**src/rtl/fetch_pkg.sv**
```systemverilog
// Shared types and constants for the instruction fetch controller.
// State encoding, reset PC default and instruction/PC step sizes.
package fetch_pkg;

    typedef enum logic [1:0] {
        REQ,
        WAIT,
        DRAIN,
        HOLD
    } fetch_state_e;

    localparam logic [63:0] DEFAULT_RESET_PC = 64'h0000_0000_8000_0000;
    localparam int          INSTR_W          = 32;
    localparam int          PC_STEP          = 4;

endpackage

```
**src/rtl/fetch_ctrl_if.sv**
```systemverilog
// Bundle of the imem request/response port and the decode-side handshake.
// master = fetch controller, slave = memory plus decode.
interface fetch_ctrl_if #(
    parameter int ADDR_W = 64
) ();
    import fetch_pkg::*;

    logic               imem_req_valid;
    logic               imem_req_ready;
    logic [ADDR_W-1:0]  imem_req_addr;
    logic               imem_rsp_valid;
    logic [INSTR_W-1:0] imem_rsp_data;

    logic               out_valid;
    logic               out_ready;
    logic [ADDR_W-1:0]  out_pc;
    logic [INSTR_W-1:0] out_instr;
    logic [ADDR_W-1:0]  out_pc_plus_4;
    logic [ADDR_W-1:0]  out_pre_pc;

    modport master (
        output imem_req_valid,
        output imem_req_addr,
        input  imem_req_ready,
        input  imem_rsp_valid,
        input  imem_rsp_data,
        output out_valid,
        output out_pc,
        output out_instr,
        output out_pc_plus_4,
        output out_pre_pc,
        input  out_ready
    );

    modport slave (
        input  imem_req_valid,
        input  imem_req_addr,
        output imem_req_ready,
        output imem_rsp_valid,
        output imem_rsp_data,
        input  out_valid,
        input  out_pc,
        input  out_instr,
        input  out_pc_plus_4,
        input  out_pre_pc,
        output out_ready
    );

endinterface

```
**src/rtl/fetch_pc_gen.sv**
```systemverilog
// Next-PC select: aligned redirect, then sequential pc+4, else hold.
// Also exports pc+4 (wraps modulo 2^ADDR_W).
module fetch_pc_gen
    import fetch_pkg::*;
#(
    parameter int ADDR_W = 64
) (
    input  logic [ADDR_W-1:0] pc_q,
    input  logic              redirect_valid,
    input  logic [ADDR_W-1:0] redirect_pc,
    input  logic              advance,
    output logic [ADDR_W-1:0] pc_d,
    output logic [ADDR_W-1:0] pc_plus_4
);

    logic [ADDR_W-1:0] redirect_aligned;

    assign pc_plus_4        = pc_q + ADDR_W'(PC_STEP);
    assign redirect_aligned = redirect_pc & ~ADDR_W'(3);

    always_comb begin
        pc_d = pc_q;
        unique case (1'b1)
            redirect_valid:            pc_d = redirect_aligned;
            advance & ~redirect_valid: pc_d = pc_plus_4;
            default:                   pc_d = pc_q;
        endcase
    end

endmodule

```
**src/rtl/fetch_ctrl.sv**
```systemverilog
// Fetch sequencer: PC register, single outstanding imem request, output reg.
// Define FETCH_CTRL_COMMIT_EN to add the commit_valid/pc/instr trace port.
module fetch_ctrl
    import fetch_pkg::*;
#(
    parameter int                ADDR_W   = 64,
    parameter logic [ADDR_W-1:0] RESET_PC = ADDR_W'(DEFAULT_RESET_PC)
) (
    input  logic              clk,
    input  logic              rst_n,
    fetch_ctrl_if.master      bus,
    input  logic              redirect_valid,
    input  logic [ADDR_W-1:0] redirect_pc
`ifdef FETCH_CTRL_COMMIT_EN
    ,
    output logic               commit_valid,
    output logic [ADDR_W-1:0]  commit_pc,
    output logic [INSTR_W-1:0] commit_instr
`endif
);

    fetch_state_e       state_q;
    logic [ADDR_W-1:0]  pc_q;
    logic [ADDR_W-1:0]  pc_d;
    logic [ADDR_W-1:0]  pc_plus_4;
    logic [ADDR_W-1:0]  out_pc_q;
    logic [ADDR_W-1:0]  out_p4_q;
    logic [INSTR_W-1:0] out_instr_q;
    logic               req_valid;
    logic               req_fire;
    logic               rsp_take;
    logic               out_valid;

    assign req_valid = rst_n & (state_q == REQ) & ~redirect_valid;
    assign req_fire  = req_valid & bus.imem_req_ready;
    assign rsp_take  = (state_q == WAIT) & bus.imem_rsp_valid
                     & ~redirect_valid;
    assign out_valid = (state_q == HOLD) & ~redirect_valid;

    fetch_pc_gen #(
        .ADDR_W(ADDR_W)
    ) u_pc_gen (
        .pc_q          (pc_q),
        .redirect_valid(redirect_valid),
        .redirect_pc   (redirect_pc),
        .advance       (rsp_take),
        .pc_d          (pc_d),
        .pc_plus_4     (pc_plus_4)
    );

    always_ff @(posedge clk or negedge rst_n) begin
        if (!rst_n) begin
            state_q     <= REQ;
            pc_q        <= RESET_PC;
            out_pc_q    <= '0;
            out_p4_q    <= '0;
            out_instr_q <= '0;
        end else begin
            pc_q <= pc_d;
            if (rsp_take) begin
                out_pc_q    <= pc_q;
                out_p4_q    <= pc_plus_4;
                out_instr_q <= bus.imem_rsp_data;
            end
            case (state_q)
                REQ: begin
                    if (req_fire) state_q <= WAIT;
                end
                WAIT: begin
                    if (bus.imem_rsp_valid)
                        state_q <= redirect_valid ? REQ : HOLD;
                    else if (redirect_valid)
                        state_q <= DRAIN;
                end
                // Swallow the response still owed for the killed request.
                DRAIN: begin
                    if (bus.imem_rsp_valid) state_q <= REQ;
                end
                HOLD: begin
                    if (redirect_valid | bus.out_ready) state_q <= REQ;
                end
                default: state_q <= REQ;
            endcase
        end
    end

    assign bus.imem_req_valid = req_valid;
    assign bus.imem_req_addr  = pc_q;
    assign bus.out_valid      = out_valid;
    assign bus.out_pc         = out_pc_q;
    assign bus.out_instr      = out_instr_q;
    assign bus.out_pc_plus_4  = out_p4_q;
    assign bus.out_pre_pc     = out_p4_q;

`ifdef FETCH_CTRL_COMMIT_EN
    assign commit_valid = out_valid & bus.out_ready;
    assign commit_pc    = out_pc_q;
    assign commit_instr = out_instr_q;
`endif

endmodule

```
**src/flat_wrapper.sv**
```systemverilog
// flat-port wrapper written by rule: the top's interface ports become plain ports
module fetch_ctrl_flat import fetch_pkg::*;
#(
    parameter int                ADDR_W   = 64,
    parameter logic [ADDR_W-1:0] RESET_PC = ADDR_W'(DEFAULT_RESET_PC)
)
  (clk, rst_n, redirect_valid, redirect_pc, bus_imem_req_valid, bus_imem_req_addr, bus_imem_req_ready, bus_imem_rsp_valid, bus_imem_rsp_data, bus_out_valid, bus_out_pc, bus_out_instr, bus_out_pc_plus_4, bus_out_pre_pc, bus_out_ready);
  fetch_ctrl_if #(.ADDR_W(ADDR_W)) bus_i ();
  input  logic clk;
  input  logic rst_n;
  input  logic redirect_valid;
  input  logic [ADDR_W-1:0] redirect_pc;
  output wire logic [$bits(bus_i.imem_req_valid)-1:0] bus_imem_req_valid;
  output wire logic [$bits(bus_i.imem_req_addr)-1:0] bus_imem_req_addr;
  input wire logic [$bits(bus_i.imem_req_ready)-1:0] bus_imem_req_ready;
  input wire logic [$bits(bus_i.imem_rsp_valid)-1:0] bus_imem_rsp_valid;
  input wire logic [$bits(bus_i.imem_rsp_data)-1:0] bus_imem_rsp_data;
  output wire logic [$bits(bus_i.out_valid)-1:0] bus_out_valid;
  output wire logic [$bits(bus_i.out_pc)-1:0] bus_out_pc;
  output wire logic [$bits(bus_i.out_instr)-1:0] bus_out_instr;
  output wire logic [$bits(bus_i.out_pc_plus_4)-1:0] bus_out_pc_plus_4;
  output wire logic [$bits(bus_i.out_pre_pc)-1:0] bus_out_pre_pc;
  input wire logic [$bits(bus_i.out_ready)-1:0] bus_out_ready;
  assign bus_imem_req_valid = bus_i.imem_req_valid;
  assign bus_imem_req_addr = bus_i.imem_req_addr;
  assign bus_i.imem_req_ready = bus_imem_req_ready;
  assign bus_i.imem_rsp_valid = bus_imem_rsp_valid;
  assign bus_i.imem_rsp_data = bus_imem_rsp_data;
  assign bus_out_valid = bus_i.out_valid;
  assign bus_out_pc = bus_i.out_pc;
  assign bus_out_instr = bus_i.out_instr;
  assign bus_out_pc_plus_4 = bus_i.out_pc_plus_4;
  assign bus_out_pre_pc = bus_i.out_pre_pc;
  assign bus_i.out_ready = bus_out_ready;
  fetch_ctrl #(.ADDR_W(ADDR_W), .RESET_PC(RESET_PC)) u_core (.clk(clk), .rst_n(rst_n), .bus(bus_i), .redirect_valid(redirect_valid), .redirect_pc(redirect_pc));
endmodule
```
**config.mk**
```make
export PLATFORM = sky130hd
export DESIGN_NAME = fetch_ctrl_flat
export DESIGN_NICKNAME = d
export VERILOG_FILES = /design/src/rtl/fetch_pkg.sv /design/src/rtl/fetch_ctrl_if.sv /design/src/rtl/fetch_pc_gen.sv /design/src/rtl/fetch_ctrl.sv /design/src/flat_wrapper.sv
export SDC_FILE = /design/constraint.sdc
export NUM_CORES = 1
export LEC_CHECK = 0
export CORE_MARGIN = 2
export CORE_UTILIZATION = 46
export DETAILED_ROUTE_END_ITERATION = 7
export GPL_ROUTABILITY_DRIVEN = 0
export HOLD_SLACK_MARGIN = 0.03
export MAX_ROUTING_LAYER = met4
export PLACE_DENSITY = 0.9
export RECOVER_POWER = 50
export SLEW_MARGIN = 20
export SYNTH_ARGS = -nofsm -noshare
export SYNTH_HDL_FRONTEND = slang
export SYNTH_SLANG_ARGS = --single-unit
```
**constraint.sdc**
```tcl
create_clock -name clk -period 2.8 [get_ports clk]
set_clock_uncertainty 0.15 [all_clocks]
set_input_delay 0.42 -clock clk [delete_from_list [all_inputs] [get_ports clk]]
set_output_delay 0.42 -clock clk [all_outputs]
set_load 0.05 [all_outputs]
```
==> After elaboration in Yosys (flattened, before gate mapping) <==
Cells that the tools add are included.
{ "word_totals": {"regBits": 226, "mem_bits_ro": 0, "word_cells": 33, "latchBits": 0, "output_inout_bits": 290, "memories": 0, "inputBits": 102, "ramBits": 0} }
{ "classes": {"shifts": 0, "eq_ne": 7, "n_mul": 0, "bitwise": 9, "n_lt_le_gt_ge": 0, "add_sub_neg": 1, "reduce_logical": 3, "mux": 8, "div": 0} }
{ "ops": {"columns": ["op", "n"], "rows": [
  ["64-bit one-hot mux with 2 select lines", 1],
  ["64-bit by 3-bit adder with 64-bit output (second input constant)", 1],
  ["2-bit two-way mux", 6],
  ["2-bit one-hot mux with 4 select lines", 1],
  ["1-bit bitwise AND", 7],
  ["2-bit == test (second input constant)", 2],
  ["2-bit != test (second input constant)", 2],
  ["4-bit AND reduction", 1],
  ["3-bit != test (second input constant)", 1],
  ["2-bit by 1-bit == test with 1-bit output (second input constant)", 1],
  ["2-bit logical NOT", 1],
  ["2-bit by 1-bit != test with 1-bit output (second input constant)", 1],
  ["2-bit nonzero test", 1],
  ["1-bit inverter", 1],
  ["1-bit OR", 1]
]} }

==> Longest topological paths before layout <==
{ "depth": {"depth_word": 6, "mapped_depth": 9, "depth_no_buf": 7} }

==> Cells and area by module <==
From an unflattened synthesis, not the netlist that was laid out.
{ "hier_totals": {"cells_unflattened": 1033, "area_unflattened_um2": 11850.1} }
{ "by_module_without_submodules": {"columns": ["mod", "area_per_inst_um2", "seq_area_each_um2", "n_inst", "cells_per_inst"], "rows": [
  ["fetch_ctrl", 8474.4, 5656.7, 1, 481],
  ["fetch_pc_gen", 3375.7, 0.0, 1, 552]
]} }

==> Worst setup path after synthesis <==
Ideal clock, no wire load.
{ "synth_timing": {"path_kind": "input-to-output", "from": "input redirect_valid", "to": "output bus_imem_req_valid", "required_ns": 2.230, "t_arrival_ns": 2.462, "n_path_buf": 2, "stages": 3, "slack_ns": -0.232, "path_cell_list": "clkbuf_1 > clkbuf_1 > nor4b_1"} }
{ "synth_via": {"elab_chain_len": 2} }
{ "synth_rtl": {"columns": ["element", "line", "rtl"], "rows": [
  ["from (decl)", "flat_wrapper.sv:11", "input logic redirect_valid;"],
  ["1-bit inverter", "fetch_ctrl.sv:34", "assign req_valid = rst_n & (state_q == REQ) & ~redirect_valid;"],
  ["1-bit bitwise AND", "fetch_ctrl.sv:34", null],
  ["to (decl)", "flat_wrapper.sv:13", "output wire logic [$bits(bus_i.imem_req_valid)-1:0] bus_imem_req_valid;"]
]} }
Every way passes these cells.

==> Final worst setup path <==
{ "layout_timing": {"from": "register u_core.pc_q[3] (netlist: u_core.bus.imem_req_addr[3])", "to": "register u_core.pc_q[46] (netlist: u_core.bus.imem_req_addr[46])"} }
{ "layout_via": {"elab_chain_len": 2} }
{ "layout_rtl": {"columns": ["element", "line", "rtl"], "rows": [
  ["from (decl)", "fetch_ctrl.sv:23", "logic [ADDR_W-1:0] pc_q;"],
  ["from (signal assigned)", "fetch_ctrl.sv:59", "pc_q <= pc_d;"],
  ["64-bit by 3-bit adder with 64-bit output", "fetch_pc_gen.sv:18", "assign pc_plus_4 = pc_q + ADDR_W'(PC_STEP);"],
  ["64-bit one-hot mux with 2 select lines", "fetch_pc_gen.sv:23", "unique case (1'b1)"]
]} }
Every way passes these cells.
A chain may end at the register's enable or synchronous reset.

==> flow_summary.ini <==
[clock_tree]
cts_tree = built
root_buffer = clkbuf_16
clk_pin_slew_ps = 60
htree_levels = 1
cts.sinks = 220
clk-insertion-delay-late_ps = 510
cts_buffers = 24
clk_path_buf_depth = 3

[placed_design]
place_inst = 1883
io_buffers = 381
place_area_um2 = 14900
dp_hpwl_um = 26000

[detailed_routing]
drc_errors = 0
vias = 10100
wl_per_cell_um = 18.5
firstDrtPassIters = 5
drtIter0Drc = 735
drt-total-wl_um = 35700
vias_per_cell = 5.25
final_antenna_net_count = 0

[floorplanning]
design.die.area_um2 = 25100
start_util = 0.468
fp.dieH_um = 159
core-area_um2 = 23500
chipWidth_um = 159
rows = 56
io_pins = 392

[layout]
multi_input_area_um2 = 4590
final-seq-area_um2 = 5510
finish.instance_area_um2 = 15700
final_util = 0.670
nFillCells = 1731
area_delta_synth_final_pct = 43.1
fin_nets = 1694
final_cells = 1927
drive_above_1_share = 0.0759

[worst_setup_path]
worstPathArrival_ps = 2890
cp_max_fo = 10
required_ps = 3060
startpoint_type = flop
path_class = flop to flop
cp-end-kind = flop

[logic_synthesis]
synth.ff_latch_count = 220
yosysWarningCount = 0
synth.distinct_cells = 45
synth_flop_cell = dfrtp_1
ys_seq_area_frac = 0.501
syn_inst = 1267
synth.area.top_cells = dfrtp_1 (50%), nand2_1 (15%), xor2_1 (5.6%)
yosysTopAreaCellShare = 0.499
synth_edf_count = 0
async_flop_share = 1.00
avgSynthCellArea_um2 = 8.67
synth_area_um2 = 11000
yosys.area.top_type = dfrtp_1

[timing]
fin_crit_sh = 0.939
worst_pin_slew_ps = 1260
period_needed_ps = 2630
fmax_mhz = 380
fin_setup_tns_ps = 0
drv_slew = 0
finalHoldViolations = 0
rsz0062_at_grt = no
whs_ps = 248
setup_viol = 0
slew-limit-headroom = 0.161

[power_and_ir_drop]
vdd_drop_max_v = 0.000769
powerDensity_nw_per_um2 = 1050
p_leak_nw = 6.84

[grt]
grtUsageMet1 = 0.344
grt_max_degree = 132
grt_pass1_vias = 10000
top_usage_layer = met2
globalRouteOverflowTotal = 0
grt_first_pass_wirelength_um = 54400
globalRouteMet2Util = 0.495
antenna_found_initial = 0
grt_use_met3 = 0.0495
track_usage = 0.285

[run]
drv_cap = 0

[outcome]
status = finished, final reports clean

[worst_hold_path]
worstHoldPathType = input pin to async pin
worst max-delay path, cell delays in order, from the launching register on:
cell	delay, ps
dfrtp_1	360
ha_1	240
nand3_1	170
or3_1	450
buf_4	220
nor4_4	250
buf_4	250
nand3_1	110
xor2_1	150
o21ai_0	190
cells in the final DEF, fill, tap and decap left out, types with 2 or more instances in the layout:
cell type	n
nor2_1	41
dlygate4sd3_1	8
nor4_1	9
xnor2_1	51
and4_1	8
nor3_2	2
nand2_1	445
nor4_4	3
or2_2	4
clkbuf_16	25
and3_1	10
dfrtp_1	218
o21ai_0	106
nand3_1	41
inv_1	3
xor2_1	70
and2_1	4
nand4b_1	2
conb_1	8
nand4_1	24
nor3_1	20
clkdlybuf4s50_1	370
bufinv_16	4
a21oi_1	11
nor4_2	2
buf_4	56
nor4b_4	2
clkbuf_4	2
clkbuf_1	11
or3_1	5
o21ai_1	7
clkinv_2	2
buf_12	4
clkbuf_8	5
metrics by stage:
stage | total power [W] | setup slack, ps
6_report | 0.0166 | 171
5_1_grt | 0.0172 | 18.1
4_1_cts | 0.0167 | 105
3_5_place_dp | 0.0132 | 126
3_3_place_gp | 0.0130 | 139
2_1_floorplan | 0.0105 | 1.91
where the power goes:
| part | switching, W | internal, W | total (W) | leakage (nW) |
|---|---|---|---|---|
| clock network | 0.00130 | 0.00212 | 0.00342 | 0.414 |
| logic | 0.00578 | 0.00259 | 0.00836 | 3.65 |
| registers | 0.000724 | 0.00407 | 0.00480 | 2.78 |
cell families after synthesis:
logic type / after synthesis / synth area share
simple gates: 633 / 0.255
flops: 220 / 0.501
fa+ha+maj: 1 / 0.00114
other cells: 1 / 0.000341
compound gates: 128 / 0.0593
buf+inv: 162 / 0.0851
xor+xnor: 121 / 0.0965
mux: 1 / 0.000911
state kept, by name, summed over array words and instances (netlist names):
register and flops:
u_core.bus.out_pc_plus_4 62, u_core.bus.imem_req_addr 62, u_core.state_q 2, u_core.bus.out_instr 32, u_core.bus.out_pc 62
area by class of cell:
| class | count | area share |
|---|---|---|
| Sequential cell | 220 | 0.350 |
| Multi-Input combinational cell | 892 | 0.292 |
| Clock inverter | 7 | 0.00875 |
| Tap cell | 319 | 0.0254 |
| Timing Repair Buffer | 450 | 0.278 |
| Clock buffer | 35 | 0.0454 |
| Antenna cell | 1 | 0.000159 |
| Inverter | 3 | 0.000716 |
final timing paths:
path                                                    startpoint                                       end  slack, ps  cells after the start
max in group asynchronous                                    rst_n         u_core.bus.out_pc[47]$_DFFE_PN0P_        660                      3
min in group clk                             bus_imem_rsp_data[30]      u_core.bus.out_instr[30]$_DFFE_PN0P_        290                      3
setup / recovery           u_core.bus.imem_req_addr[3]$_DFFE_PN0P_  u_core.bus.imem_req_addr[46]$_DFFE_PN0P_        170                      9
setup reg to reg           u_core.bus.imem_req_addr[3]$_DFFE_PN0P_  u_core.bus.imem_req_addr[46]$_DFFE_PN0P_        170                      9
hold reg to reg               u_core.bus.out_instr[10]$_DFFE_PN0P_      u_core.bus.out_instr[10]$_DFFE_PN0P_        320                      2
hold / removal                                               rst_n   u_core.bus.imem_req_addr[3]$_DFFE_PN0P_        250                      2
layer usage:
metal | part of all wire | vias up | routed length (um)
met4 | 0.030 | 0 | 1080
met3 | 0.073 | 77 | 2620
li1 | - | 4661 | -
met1 | 0.39 | 4926 | 13900
met5 | 0 | - | 0
met2 | 0.51 | 456 | 18100
what timing repair did:
| action | 4_1_cts | 5_1_grt |
|---|---|---|
| setup endpoints to repair | 0 | 4 |
| setup buffers | 0 | 0 |
| hold buffers | 1 | 0 |
| endpoints found under the hold margin | 41 | 0 |
| gates resized for setup | 0 | 1 |
cells in the mapped netlist, types with 20 or more instances:
cell      count
nand4_1      24
buf_2        23
clkbuf_1     53
o21ai_0     106
nor2_1       42
nand3_1      41
dfrtp_1     219
xnor2_1      51
buf_4        73
xor2_1       70
nor3_1       20
nand2_1     445
(Power assumes the default switching activity.)
